[config.mk]
export PLATFORM = sky130hd
export DESIGN_NAME = noc_outport_arbiter
export DESIGN_NICKNAME = d
export VERILOG_FILES = /design/src/rtl/noc_outport_arbiter.sv
export SDC_FILE = /design/constraint.sdc
export NUM_CORES = 1
export LEC_CHECK = 0
export CORE_ASPECT_RATIO = 0.75
export CORE_MARGIN = 3
export CORE_UTILIZATION = 44
export DETAILED_ROUTE_END_ITERATION = 8
export PLACE_DENSITY = 0.95
export SETUP_SLACK_MARGIN = 0.05
export SYNTH_ARGS = -nofsm -noshare
export SYNTH_HDL_FRONTEND = slang
export SYNTH_SLANG_ARGS = --single-unit
[constraint.sdc]
create_clock -name clk -period 5.05 [get_ports clk]
set_input_delay 0.505 -clock clk [delete_from_list [all_inputs] [get_ports clk]]
set_output_delay 0.505 -clock clk [all_outputs]
set_load 0.01 [all_outputs]
[src/rtl/noc_outport_arbiter.sv]
// rtl/noc_outport_arbiter.sv - round-robin wormhole output-port arbiter with downstream credit tracking
module noc_outport_arbiter #(
    parameter int LL      = 16,
    parameter int N       = 4,
    parameter int CREDITS = 4,
    parameter int CW      = 3
) (
    input  logic              clk,
    input  logic              reset,
    input  logic [N-1:0]      req,
    input  logic [N*LL-1:0]   flit_in,
    input  logic              credit_in,
    output logic [N-1:0]      pop,
    output logic [N-1:0]      grant,
    output logic [LL-1:0]     out_flit,
    output logic              out_valid,
    output logic [CW-1:0]     credits,
    output logic              err
);

    localparam int IW = (N > 1) ? $clog2(N) : 1;
    localparam logic [CW-1:0] CRED_MAX = CW'(CREDITS);
    localparam logic [1:0] T_BODY   = 2'b00;
    localparam logic [1:0] T_HEAD   = 2'b01;
    localparam logic [1:0] T_TAIL   = 2'b10;
    localparam logic [1:0] T_SINGLE = 2'b11;

    typedef enum logic {IDLE, LOCKED} state_t;

    state_t          state_q, state_d;
    logic [IW-1:0]   owner_q, owner_d;
    logic [IW-1:0]   rr_q, rr_d;
    logic [CW-1:0]   cred_q;
    logic            err_q;

    logic [LL-1:0]   flits [N];
    logic [IW-1:0]   winner;
    logic            found;
    logic [IW-1:0]   sel;
    logic [LL-1:0]   flit_sel;
    logic [1:0]      ftype;
    logic            has_credit;
    logic            sel_vld;
    logic            fwd;
    logic            proto_err;
    logic            cred_ovf;

    always_comb begin
        for (int i = 0; i < N; i++) begin
            flits[i] = flit_in[i*LL +: LL];
        end
    end

    // Round-robin search starts just after the last served port.
    always_comb begin
        logic [IW-1:0] cand;
        winner = rr_q;
        found  = 1'b0;
        for (int k = 1; k <= N; k++) begin
            cand = IW'((int'(rr_q) + k) % N);
            if (!found && req[cand]) begin
                found  = 1'b1;
                winner = cand;
            end
        end
    end

    assign sel        = (state_q == LOCKED) ? owner_q : winner;
    assign flit_sel   = flits[sel];
    assign ftype      = flit_sel[LL-1 -: 2];
    assign has_credit = (cred_q != '0);

    always_comb begin
        state_d   = state_q;
        owner_d   = owner_q;
        rr_d      = rr_q;
        sel_vld   = 1'b0;
        fwd       = 1'b0;
        proto_err = 1'b0;
        case (state_q)
            IDLE: begin
                if (has_credit && found) begin
                    sel_vld = 1'b1;
                    case (ftype)
                        T_HEAD: begin
                            fwd     = 1'b1;
                            state_d = LOCKED;
                            owner_d = winner;
                        end
                        T_SINGLE: begin
                            fwd  = 1'b1;
                            rr_d = winner;
                        end
                        default: begin
                            // Orphan body/tail: drained so the input cannot stall forever.
                            proto_err = 1'b1;
                            rr_d      = winner;
                        end
                    endcase
                end
            end
            LOCKED: begin
                if (req[owner_q] && has_credit) begin
                    sel_vld = 1'b1;
                    fwd     = 1'b1;
                    if (ftype == T_TAIL) begin
                        state_d = IDLE;
                        rr_d    = owner_q;
                    end else if (ftype == T_HEAD || ftype == T_SINGLE) begin
                        proto_err = 1'b1;
                    end
                end
            end
            default: state_d = IDLE;
        endcase
    end

    always_comb begin
        pop = '0;
        if (sel_vld && !reset) begin
            pop[sel] = 1'b1;
        end
    end

    assign cred_ovf = credit_in && !fwd && (cred_q == CRED_MAX);
    assign grant    = (state_q == LOCKED) ? (N'(1) << owner_q) : '0;
    assign credits  = cred_q;
    assign err      = err_q;

    always_ff @(posedge clk or posedge reset) begin
        if (reset) begin
            state_q   <= IDLE;
            owner_q   <= '0;
            rr_q      <= IW'(N - 1);
            cred_q    <= CRED_MAX;
            err_q     <= 1'b0;
            out_flit  <= '0;
            out_valid <= 1'b0;
        end else begin
            state_q   <= state_d;
            owner_q   <= owner_d;
            rr_q      <= rr_d;
            err_q     <= err_q | proto_err | cred_ovf;
            out_valid <= fwd;
            if (fwd) begin
                out_flit <= flit_sel;
            end
            // Saturating at both ends: overflow is flagged, never wrapped.
            if (fwd && !credit_in) begin
                cred_q <= cred_q - 1'b1;
            end else if (credit_in && !fwd && !cred_ovf) begin
                cred_q <= cred_q + 1'b1;
            end
        end
    end

endmodule

==> flow_summary.ini <==
[run_status]
outcome = complete, no violations

[floorplanning]
rows = 20
core_sq_um = 4250
ios = 100
dieWidth_um = 84.5
die_h_um = 64.9
die_area_sq_um = 5480
initial_core_util_pct = 47.8

[timing]
setup_tns_ns = 0
slew_headroom_pct = 36.4
rsz0062_at_grt = false
period_needed_ns = 3.56
worst_slew_pin_slew_ns = 0.952
hold_violations = 0
finalCritPeriodShare_pct = 70.4
fin_skew_ns = 0.00311
drv_slew = 0
setup_viol = 0
fmax_mhz = 281

[setup_path]
cp_max_fo = 33
r2r_slack_ns = 1.97
r2r-end = credits[2]
cp_slowest_cell = clkdlybuf4s50_1
worstSetupPathType = input port to output port
r2r-start = state_q
cp_common_cell = clkdlybuf4s50_1
critPathMaxStageDelay_ns = 0.57
crit_required_ns = 4.55
cp.arrival_ns = 3.05
cp-start-kind = input port
r2r.worst_path.cells = 11
cp_cell_sequence = clkdlybuf4s50_1 -> nand3b_1 -> a31oi_2 -> nor2_1 -> a21oi_4 -> buf_4 -> and3_1 -> clkdlybuf4s50_1
worstSetupEndpointType = output port

[finish]
drive_gt1_share_pct = 13.1
multi_input_area_sq_um = 1320
syn_to_final_growth_pct = 53.6
n_antenna_cell = 0
finalNetCount = 363
final_common_cell = clkdlybuf4s50_1
fin_cells = 345
regArea_sq_um = 654
nFillCells = 330
layout_common_cells = 99 x clkdlybuf4s50_1, 49 x mux2i_1, 23 x dfrtp_1

[logic_synthesis]
synthCells = 194
ys_seq_elements = 26
yosysSeqAreaShare_pct = 32.2
netlist_area_sq_um = 2030
yosys_warnings = 0
ys_types = 45
synth.net_count = 266
synth-async-reset-ratio_pct = 100
ys.flop_type = dfrtp_1
syn_avg_cell_area_sq_um = 10.5
synth-edff-count = 0

[detailed_routing]
ant_nets = 0
dr.pass1.iters = 5
wire_per_inst_um = 16.6
vias_per_cell = 5.63
drc = 0
drtIter0Drc = 133
vias = 1942
wl_um = 5720

[place]
port_buffers = 99
dpl.cell_count = 341
globalplace.congestion = 0.898
dpl.hpwl_um = 4460

[pwr]
seqPwrFrac_pct = 22.3
p_comb_share_pct = 70.8
switchingPower_mw = 0.809
ir_drop_v = 0.000510
power_density_nw_per_um2 = 617
clock_power_share_pct = 6.9
p_leak_nw = 1.32
internal_power_mw = 1.12
switching_share_pct = 42.0

[clock_network]
cts_setup_buffers = 0
cts.sinks = 26
post_cts_resized = 0
cts_tree = done
cts-hold-fix-buffers = 0
htreeDepth = 1
path_clk_slew_ns = 0.09
cts_buffer_depth = 2
cts_buffers = 3
insertion_delay_ns = 0.27
clock-root-buffer = clkbuf_8

[hold_path]
hold_depth = 1
whs_endpoint = err
worstHoldStart = err
min_path_type = flip-flop to flip-flop

[global_route]
grt_pass1_wl_um = 9000
grt_max_degree = 34
antenna_found_initial = 0
grt_overflow = 0
grt_pass1_vias = 1905
grtUsageTotal_pct = 20.4

[job]
maxCapViolCount = 0
## per-layer routing
layer  part of all wire (%)  vias to the layer above  track usage [%]  wire length, um
met1                     41                      938             24.4             2350
li1                       -                      904                -                -
met3                    7.3                       15             6.10              420
met2                     50                       85             36.4             2860
met5                      0                        -                0                0
met4                    1.6                        0             4.15               90
## logic make-up (layout without fill, tap and decap cells)
kind of cell	Yosys count	after routing	synth area share, %
fa+ha+maj	1	1	0.984
mux	70	70	36.5
compound gates	28	28	12.4
xor+xnor	2	2	0.861
flops	26	26	32.2
simple gates	52	52	13.2
buf+inv	15	111	4.00
## power by group through the flow
stage          Sequential [mW]  Clock [mW]  Combinational (mW)
6_report                 0.431       0.132                1.36
5_1_grt                  0.445       0.142                1.47
4_1_cts                  0.427       0.135                1.37
3_5_place_dp             0.431           0                1.35
3_3_place_gp             0.425           0                1.31
2_1_floorplan            0.422           0               0.916
## cell type report
cell class	count	area share, %
inverters	5	0.600
well taps	55	2.20
multi-input cells	153	42.1
flip-flops and latches	26	20.9
clock buffers	4	1.76
repair buffers	102	32.4
## flip-flops by register name, summed over array words and instances, names as in the netlist
register and count:
credits 3, rr_q 2, out_flit 16, out_valid 1
err 1, state_q 1, owner_q 2
## synth_stat cells, types with 3 or more instances
master | n | area [sq um]
a21o_1 | 4 | 30.0
a21oi_1 | 4 | 20.0
and3_1 | 4 | 25.0
buf_2 | 5 | 25.0
dfrtp_1 | 23 | 576
dfstp_2 | 3 | 78.8
inv_1 | 5 | 18.8
mux2_2 | 19 | 214
mux2i_1 | 49 | 490
nand2_1 | 7 | 26.3
nand2b_1 | 7 | 43.8
nand3_1 | 4 | 20.0
nor2_1 | 14 | 52.6
nor2b_1 | 5 | 31.3
nor3_1 | 4 | 20.0
o21ai_0 | 3 | 15.0
o22ai_1 | 3 | 18.8
## critical path: cells and delay by family
family | cells | cell delay (ns)
compound gates | 2 | 0.52
buf+inv | 3 | 1.53
simple gates | 3 | 0.48
## stage by stage
step                      util (%)  hold WS [ns]  worst slack (ns)  cell area (sq um)  power [mW]
final                         73.5         0.498              1.49               3130        1.93
after global routing          73.5         0.515              1.31               3130        2.05
after CTS                     73.5         0.510              1.50               3130        1.93
after detailed placement      72.2         0.481              1.52               3070        1.78
after global placement        72.2         0.476              1.55               3070        1.73
after floorplan                  -         0.505              2.34               2030        1.34
## how the worst max path moves through the flow
stage,start,endpoint,cells past startpoint
after global placement,req[3],pop[3],8
after global routing,req[3],pop[2],8
after CTS,req[3],pop[3],8
after detailed placement,req[3],pop[3],8
after floorplan,rr_q[1],credits[2],12
final,req[3],pop[3],8
No activity file was read; power rests on OpenSTA's default activity.
